<file path="config.mk">
export PLATFORM = sky130hd
export DESIGN_NAME = mmio_uart_tx_flat
export DESIGN_NICKNAME = d
export VERILOG_FILES = /design/src/rtl/mmio_uart_tx_pkg.sv /design/src/rtl/mmio_uart_tx_if.sv /design/src/rtl/mmio_uart_tx_fifo.sv /design/src/rtl/mmio_uart_tx.sv /design/src/flat_wrapper.sv
export SDC_FILE = /design/constraint.sdc
export NUM_CORES = 1
export LEC_CHECK = 0
export BUFFER_PORTS_ARGS = -buffer_cell sky130_fd_sc_hd__buf_2
export CORE_UTILIZATION = 50
export CTS_BUF_LIST = sky130_fd_sc_hd__clkbuf_8
export DETAILED_ROUTE_END_ITERATION = 12
export GPL_TIMING_DRIVEN = 0
export PLACE_DENSITY_LB_ADDON = 0.12
export SLEW_MARGIN = 20
export SYNTH_ARGS = -nofsm -noshare
export SYNTH_HDL_FRONTEND = slang
export SYNTH_HIERARCHICAL = 1
export SYNTH_SLANG_ARGS = --single-unit
</file>
<file path="constraint.sdc">
create_clock -name clk -period 8.5 [get_ports clk]
set_input_delay 0.85 -clock clk [delete_from_list [all_inputs] [get_ports clk]]
set_output_delay 0.85 -clock clk [all_outputs]
set_load 0.02 [all_outputs]
</file>
<file path="src/rtl/mmio_uart_tx_pkg.sv">
// Shared definitions for the memory-mapped UART transmitter: register map,
// STATUS bit positions, serializer state encoding and a parity helper.
// Optional feature macro: UART_PARITY_EN (adds an even-parity bit to each frame).
package mmio_pkg;

  localparam logic [31:0] TX_DATA_ADDR = 32'h0000_1000;
  localparam logic [31:0] STATUS_ADDR  = 32'h0000_1004;

  localparam int STAT_FULL_BIT  = 0;
  localparam int STAT_EMPTY_BIT = 1;
  localparam int STAT_BUSY_BIT  = 2;
  localparam int STAT_OVF_BIT   = 3;
  localparam int STAT_COUNT_LSB = 8;
  localparam int STAT_COUNT_MSB = 15;

  typedef enum logic [2:0] {
    IDLE   = 3'd0,
    START  = 3'd1,
    DATA   = 3'd2,
    PARITY = 3'd3,
    STOP   = 3'd4
  } uart_state_t;

  // Even parity: the parity bit makes the total count of ones even.
  function automatic logic even_parity(input logic [7:0] d);
    return ^d;
  endfunction

endpackage

</file>
<file path="src/rtl/mmio_uart_tx_if.sv">
// Processor data-memory bus as seen by the UART: write strobe, address,
// write data and the combinational read data returned by the peripheral.
interface mmio_uart_tx_if;
  logic        we;
  logic [31:0] addr;
  logic [31:0] wdata;
  logic [31:0] rdata;

  modport master (output we, output addr, output wdata, input rdata);
  modport slave  (input we, input addr, input wdata, output rdata);
endinterface

</file>
<file path="src/rtl/mmio_uart_tx_fifo.sv">
// First-word-fall-through TX byte FIFO. Pointers carry one extra MSB so that
// full (same index, different lap) and empty (identical pointers) are distinct.
module uart_tx_fifo #(
  parameter int WIDTH = 8,
  parameter int DEPTH = 8
) (
  input  logic                     clk,
  input  logic                     rst,
  input  logic                     push,
  input  logic                     pop,
  input  logic [WIDTH-1:0]         din,
  output logic [WIDTH-1:0]         dout,
  output logic                     full,
  output logic                     empty,
  output logic [$clog2(DEPTH):0]   count
);

  localparam int AW = $clog2(DEPTH);
  localparam logic [AW:0] PTR_ONE = (AW+1)'(1);

  logic [WIDTH-1:0] r_mem [DEPTH];
  logic [AW:0]      r_wr_ptr;
  logic [AW:0]      r_rd_ptr;
  logic             w_do_push;
  logic             w_do_pop;

  assign w_do_push = push && !full;
  assign w_do_pop  = pop && !empty;

  assign empty = (r_wr_ptr == r_rd_ptr);
  assign full  = (r_wr_ptr[AW] != r_rd_ptr[AW]) &&
                 (r_wr_ptr[AW-1:0] == r_rd_ptr[AW-1:0]);
  assign count = r_wr_ptr - r_rd_ptr;
  assign dout  = r_mem[r_rd_ptr[AW-1:0]];

  // Pointer update; storage contents are don't-care while empty, so only pointers reset.
  always_ff @(posedge clk or posedge rst) begin
    if (rst) begin
      r_wr_ptr <= '0;
      r_rd_ptr <= '0;
    end else begin
      if (w_do_push) begin
        r_wr_ptr <= r_wr_ptr + PTR_ONE;
      end else begin
        r_wr_ptr <= r_wr_ptr;
      end
      if (w_do_pop) begin
        r_rd_ptr <= r_rd_ptr + PTR_ONE;
      end else begin
        r_rd_ptr <= r_rd_ptr;
      end
    end
  end

  // Data storage write port.
  always_ff @(posedge clk) begin
    if (w_do_push) begin
      r_mem[r_wr_ptr[AW-1:0]] <= din;
    end
  end

endmodule

</file>
<file path="src/rtl/mmio_uart_tx.sv">
// Memory-mapped UART transmitter: TX_DATA writes feed a byte FIFO that is
// serialized LSB first (8N1, or 8E1 when UART_PARITY_EN is defined) on tx.
// STATUS exposes full/empty/busy/overflow and the FIFO fill level.
// Optional feature macro: UART_PARITY_EN.
module mmio_uart_tx
  import mmio_pkg::*;
#(
  parameter int CLKS_PER_BIT = 434,
  parameter int FIFO_DEPTH   = 8
) (
  input  logic           clk,
  input  logic           rst,
  mmio_uart_tx_if.slave  bus,
  output logic           tx,
  output logic           irq
);

  localparam int          CNT_W     = $clog2(FIFO_DEPTH) + 1;
  localparam logic [15:0] BAUD_LAST = 16'(CLKS_PER_BIT - 1);

  uart_state_t r_state;
  uart_state_t w_next_state;

  logic [15:0]      r_baud;
  logic [7:0]       r_shift;
  logic [2:0]       r_bit_idx;
  logic             r_tx;
  logic             r_irq;
  logic             r_overflow;
`ifdef UART_PARITY_EN
  logic             r_parity;
`endif

  logic             w_sel_tx;
  logic             w_sel_stat;
  logic             w_push;
  logic             w_ovf_set;
  logic             w_ovf_clr;
  logic             w_pop;
  logic             w_tx_next;
  logic             w_bit_done;
  logic             w_busy;
  logic [7:0]       w_dout;
  logic             w_full;
  logic             w_empty;
  logic [CNT_W-1:0] w_count;
  logic [31:0]      w_status;
  logic             w_unused_wdata;

  // Address decode; a push is judged against full as it stands at cycle start.
  assign w_sel_tx   = bus.we && (bus.addr == TX_DATA_ADDR);
  assign w_sel_stat = bus.we && (bus.addr == STATUS_ADDR);
  assign w_push     = w_sel_tx && !w_full;
  assign w_ovf_set  = w_sel_tx && w_full;
  assign w_ovf_clr  = w_sel_stat && bus.wdata[STAT_OVF_BIT];

  // Only the low byte is transmitted; upper write-data bits carry no meaning.
  assign w_unused_wdata = ^bus.wdata[31:8];

  assign w_bit_done = (r_baud == BAUD_LAST);
  assign w_busy     = (r_state != IDLE);

  uart_tx_fifo #(
    .WIDTH (8),
    .DEPTH (FIFO_DEPTH)
  ) u_fifo (
    .clk   (clk),
    .rst   (rst),
    .push  (w_push),
    .pop   (w_pop),
    .din   (bus.wdata[7:0]),
    .dout  (w_dout),
    .full  (w_full),
    .empty (w_empty),
    .count (w_count)
  );

  // Serializer state register.
  always_ff @(posedge clk or posedge rst) begin
    if (rst) begin
      r_state <= IDLE;
    end else begin
      r_state <= w_next_state;
    end
  end

  // Next-state logic: each bit state holds for one full baud period.
  always_comb begin
    w_next_state = r_state;
    case (r_state)
      IDLE: begin
        if (!w_empty) begin
          w_next_state = START;
        end else begin
          w_next_state = IDLE;
        end
      end
      START: begin
        if (w_bit_done) begin
          w_next_state = DATA;
        end else begin
          w_next_state = START;
        end
      end
      DATA: begin
        if (w_bit_done && (r_bit_idx == 3'd7)) begin
`ifdef UART_PARITY_EN
          w_next_state = PARITY;
`else
          w_next_state = STOP;
`endif
        end else begin
          w_next_state = DATA;
        end
      end
`ifdef UART_PARITY_EN
      PARITY: begin
        if (w_bit_done) begin
          w_next_state = STOP;
        end else begin
          w_next_state = PARITY;
        end
      end
`endif
      STOP: begin
        if (w_bit_done) begin
          if (!w_empty) begin
            w_next_state = START;
          end else begin
            w_next_state = IDLE;
          end
        end else begin
          w_next_state = STOP;
        end
      end
      default: begin
        w_next_state = IDLE;
      end
    endcase
  end

  // Per-state outputs: line level for the next cycle and FIFO pop strobe.
  always_comb begin
    w_pop     = 1'b0;
    w_tx_next = 1'b1;
    case (r_state)
      IDLE: begin
        w_pop     = !w_empty;
        w_tx_next = 1'b1;
      end
      START: begin
        w_tx_next = 1'b0;
      end
      DATA: begin
        w_tx_next = r_shift[0];
      end
`ifdef UART_PARITY_EN
      PARITY: begin
        w_tx_next = r_parity;
      end
`endif
      STOP: begin
        // Popping in the last stop cycle lets the next frame start with no gap.
        w_pop     = w_bit_done && !w_empty;
        w_tx_next = 1'b1;
      end
      default: begin
        w_pop     = 1'b0;
        w_tx_next = 1'b1;
      end
    endcase
  end

  // Baud counter, shift register and bit index; a pop always restarts the bit timer.
  always_ff @(posedge clk or posedge rst) begin
    if (rst) begin
      r_baud    <= 16'd0;
      r_shift   <= 8'd0;
      r_bit_idx <= 3'd0;
`ifdef UART_PARITY_EN
      r_parity  <= 1'b0;
`endif
    end else if (w_pop) begin
      r_baud    <= 16'd0;
      r_shift   <= w_dout;
      r_bit_idx <= 3'd0;
`ifdef UART_PARITY_EN
      r_parity  <= even_parity(w_dout);
`endif
    end else if (r_state == IDLE) begin
      r_baud    <= 16'd0;
    end else if (w_bit_done) begin
      r_baud <= 16'd0;
      if (r_state == DATA) begin
        r_shift   <= {1'b0, r_shift[7:1]};
        r_bit_idx <= r_bit_idx + 3'd1;
      end else begin
        r_shift   <= r_shift;
        r_bit_idx <= r_bit_idx;
      end
    end else begin
      r_baud <= r_baud + 16'd1;
    end
  end

  // Registered line driver and all-sent interrupt; reset forces the line idle at once.
  always_ff @(posedge clk or posedge rst) begin
    if (rst) begin
      r_tx  <= 1'b1;
      r_irq <= 1'b1;
    end else begin
      r_tx  <= w_tx_next;
      r_irq <= w_empty && !w_busy;
    end
  end

  // Sticky overflow flag; set and clear come from different addresses so never collide.
  always_ff @(posedge clk or posedge rst) begin
    if (rst) begin
      r_overflow <= 1'b0;
    end else if (w_ovf_set) begin
      r_overflow <= 1'b1;
    end else if (w_ovf_clr) begin
      r_overflow <= 1'b0;
    end else begin
      r_overflow <= r_overflow;
    end
  end

  // Read mux: only STATUS returns data; every other address reads as zero.
  always_comb begin
    w_status = 32'h0000_0000;
    if (bus.addr == STATUS_ADDR) begin
      w_status[STAT_FULL_BIT]                 = w_full;
      w_status[STAT_EMPTY_BIT]                = w_empty;
      w_status[STAT_BUSY_BIT]                 = w_busy;
      w_status[STAT_OVF_BIT]                  = r_overflow;
      w_status[STAT_COUNT_MSB:STAT_COUNT_LSB] = 8'(w_count);
    end else begin
      w_status = 32'h0000_0000;
    end
  end

  assign bus.rdata = w_status;
  assign tx        = r_tx;
  assign irq       = r_irq;

endmodule

</file>
<file path="src/flat_wrapper.sv">
// flat-port wrapper written by rule: the top's interface ports become plain ports
module mmio_uart_tx_flat import mmio_pkg::*;
#(
  parameter int CLKS_PER_BIT = 434,
  parameter int FIFO_DEPTH   = 8
)
  (clk, rst, tx, irq, bus_we, bus_addr, bus_wdata, bus_rdata);
  mmio_uart_tx_if bus_i ();
  input  logic clk;
  input  logic rst;
  output logic tx;
  output logic irq;
  input wire logic [$bits(bus_i.we)-1:0] bus_we;
  input wire logic [$bits(bus_i.addr)-1:0] bus_addr;
  input wire logic [$bits(bus_i.wdata)-1:0] bus_wdata;
  output wire logic [$bits(bus_i.rdata)-1:0] bus_rdata;
  assign bus_i.we = bus_we;
  assign bus_i.addr = bus_addr;
  assign bus_i.wdata = bus_wdata;
  assign bus_rdata = bus_i.rdata;
  mmio_uart_tx #(.CLKS_PER_BIT(CLKS_PER_BIT), .FIFO_DEPTH(FIFO_DEPTH)) u_core (.clk(clk), .rst(rst), .bus(bus_i), .tx(tx), .irq(irq));
endmodule
</file>
==> flow_metrics.tcl <==
set metrics [dict create \
    hold_slack_ns 0.436 \
    endpoint_kind "output pin" \
    cts-resized-gates 0 \
    synthAdderAreaFrac 0.0265 \
    rsz0062_at_grt "no" \
    post_cts_buffers 0 \
    cp.buffers_inverters 5 \
    synth.distinct_cells 55 \
    final-setup-viol-count 0 \
    grt.overflow.total 0 \
    synth_top_family_by_area "simple AND/OR/NAND/NOR gates" \
    period_minus_slack_ns 3.78 \
    powerDensity_nw_per_um2 150 \
    die_area_um2 10400 \
    drv_cap 0 \
    fillers 831 \
    synth_xor_area_frac 0.0365 \
    finClkSkew_ns 0.00779 \
    drt.antenna.violating_nets 0 \
    die_h_um 102 \
    clkSinkCount 105 \
    drive_gt1_frac 0.288 \
    syn_to_final_growth_pct 14.7 \
    fmax_mhz 265 \
    ys_ff_latch 105 \
    synth_top_area_frac 0.384 \
    dieWidth_um 102 \
    grt_max_degree 34 \
    cts_tree "yes" \
    rows 36 \
    ys_async_sr_fraction 0.390 \
    drt_iter0_markers 90 \
    design_area_um2 5740 \
    cp_top_family "buffers and inverters" \
    worst_slew_pin_slew_ns 0.904 \
    yosys_warnings 6 \
    critPathArrivalTime_ns 2.93 \
    critPathSlowestCell "dfrtp_1" \
    synthMuxAreaShare 0.0820 \
    htreeDepth 3 \
    power_w 0.000862 \
    p_leak_nw 2.36 \
    clockRootBuffer "clkbuf_8" \
    grt_pass1_wl_mm 15.5 \
    synth_compound_area_frac 0.0668 \
    final_min_period_over_clock_period 0.445 \
    synth_area_um2 5000 \
    synth_flop_cell "edfxtp_1" \
    seq_area_um2 2950 \
    placed_area_um2 5560 \
    post_drt_via_cell_ratio 5.22 \
    track_usage 0.203 \
    hold_violations 0 \
    portBuffers 52 \
    dr.pass1.iters 4 \
    yosys.area.top_type "edfxtp_1" \
    fin_nets 551 \
    min-delay-path-class "primary input to async pin" \
    dp_hpwl_mm 6.97 \
    synth-simple-area-share 0.129 \
    ys_seq_area_frac 0.590 \
    peakVddDrop_mv 0.119 \
    required_ns 7.65 \
    yosys-top-cells-area "edfxtp_1 38%, dfrtp_1 20%, mux4_2 6.8%" \
    relSlewSlack 0.395 \
    diodes 0 \
    vias 3196 \
    antenna_found_initial 0 \
    cp-start-kind "flop" \
    cp_max_fo 10 \
    multi_input_area_um2 1820 \
    ctsLongestPathBuffers 2 \
    post_drt_wl_per_cell_um 15.9 \
    wirelength_mm 9.73 \
    critPathMaxStageDelay_ns 0.41 \
    worstPathCellList "buf_2 -> buf_2 -> inv_1 -> ha_1 -> nand3_1 -> nor2_1 -> buf_1 -> and2_1 -> buf_2" \
    io_pins 101 \
    hold_buffers 0 \
    worst-setup-path-type "flop to output pin" \
    slew_violations 0 \
    tns_ns 0 \
    worstSkewPairLatency_ns 0.37 \
    grt_pass1_vias 3014 \
    core-area_um2 9730 \
    status "completed" \
    avgSynthCellArea_um2 13.0 \
    cts_made_buffers 9 \
    floorplan.initialDensity 0.514 \
    drc 0 \
    synth_cells 385 \
    mostFrequentLayoutCell "edfxtp_1" \
    gp_congestion 0.757 \
    clk_pin_slew_ns 0.10 \
    path_common_cell "buf_2" \
    final_cell_mix "64 x edfxtp_1, 60 x buf_2, 39 x dfrtp_1, 30 x nand2_1, 26 x buf_4" \
    synth-edff-count 64 \
]
==> worst reg2reg max path: stages (launching register included) <==
cell and delay (ns):
dfrtp_1 0.41, buf_2 0.30, buf_2 0.33, inv_1 0.08, ha_1 0.29, nand3_1 0.28
nor2_1 0.13, nor3b_1 0.49, o211ai_2 0.24, nor2_1 0.75
==> per-layer routing <==
layer,part of all wire,wire length [um],vias up,GRT usage
met5,0,0,-,0
met4,0.010,98,0,0.0681
met3,0.036,352,11,0.0424
met2,0.50,4910,60,0.334
met1,0.45,4380,1581,0.270
li1,-,-,1544,-
==> area by class of cell <==
cell class                 instances  area share
timing repair buffer              55      0.0488
clock inverter                     7     0.00937
tap                              133      0.0290
clock buffer                       9      0.0216
buffer                            40      0.0488
sequential                       105       0.514
multi-input combinational        246       0.317
inverter                          17      0.0111
==> final timing paths <==
kind                                      startpoint                        end  slack (ns)  cells after the start
max in group asynchronous                        rst          u_core/r_shift[5]        7.45                      2
max                        u_core/u_fifo/r_rd_ptr[1]               bus_rdata[1]        4.72                      9
min reg2reg                         u_core/r_baud[0]           u_core/r_baud[0]        0.51                      1
min                                              rst  u_core/u_fifo/r_wr_ptr[1]        0.44                      2
max reg2reg                u_core/u_fifo/r_rd_ptr[1]  u_core/u_fifo/r_mem[3][3]        4.84                      9
min in group clk                    u_core/r_baud[0]           u_core/r_baud[0]        0.51                      1
==> cells by family after synthesis <==
logic type / Yosys count
AOI/OAI and AO/OA: 51
DFF: 105
and+or+nand+nor: 121
buffers and inverters: 57
muxes: 20
adders and majority gates: 10
xor gates and xnor gates: 20
other: 1
==> flip-flops by register name, indices dropped and copies added, names as in the netlist <==
name / flops
u_core/irq: 1
u_core/r_baud: 16
u_core/r_bit_idx: 3
u_core/r_overflow: 1
u_core/r_shift: 8
u_core/r_state: 3
u_core/tx: 1
u_core/u_fifo/r_mem: 64
u_core/u_fifo/r_rd_ptr: 4
u_core/u_fifo/r_wr_ptr: 4
==> Yosys cell counts (8+ instances only) <==
cell	instances
xnor2_1	8
nand3_1	17
mux4_2	15
xor2_1	11
dfrtp_1	39
inv_1	16
buf_4	24
nor2_1	21
o21ai_0	16
a21oi_1	10
nand2_1	30
ha_1	9
edfxtp_1	64
==> report_power, final <==
part | internal (W) | total [W] | switching (W)
Combinational | 0.0000148 | 0.0000361 | 0.0000212
Sequential | 0.000541 | 0.000541 | 0.0000000000152
Clock | 0.000111 | 0.000285 | 0.000174
Total | 0.000667 | 0.000862 | 0.000195
==> stage by stage <==
step                      std cells   util  setup slack (ns)
after floorplan                 408      -              5.21
after global placement          593  0.567              3.97
after detailed placement        596  0.572              4.74
after CTS                       612  0.590              4.66
after global routing            612  0.590              4.46
final                           612  0.590              4.72
(Power assumes the default switching activity.)
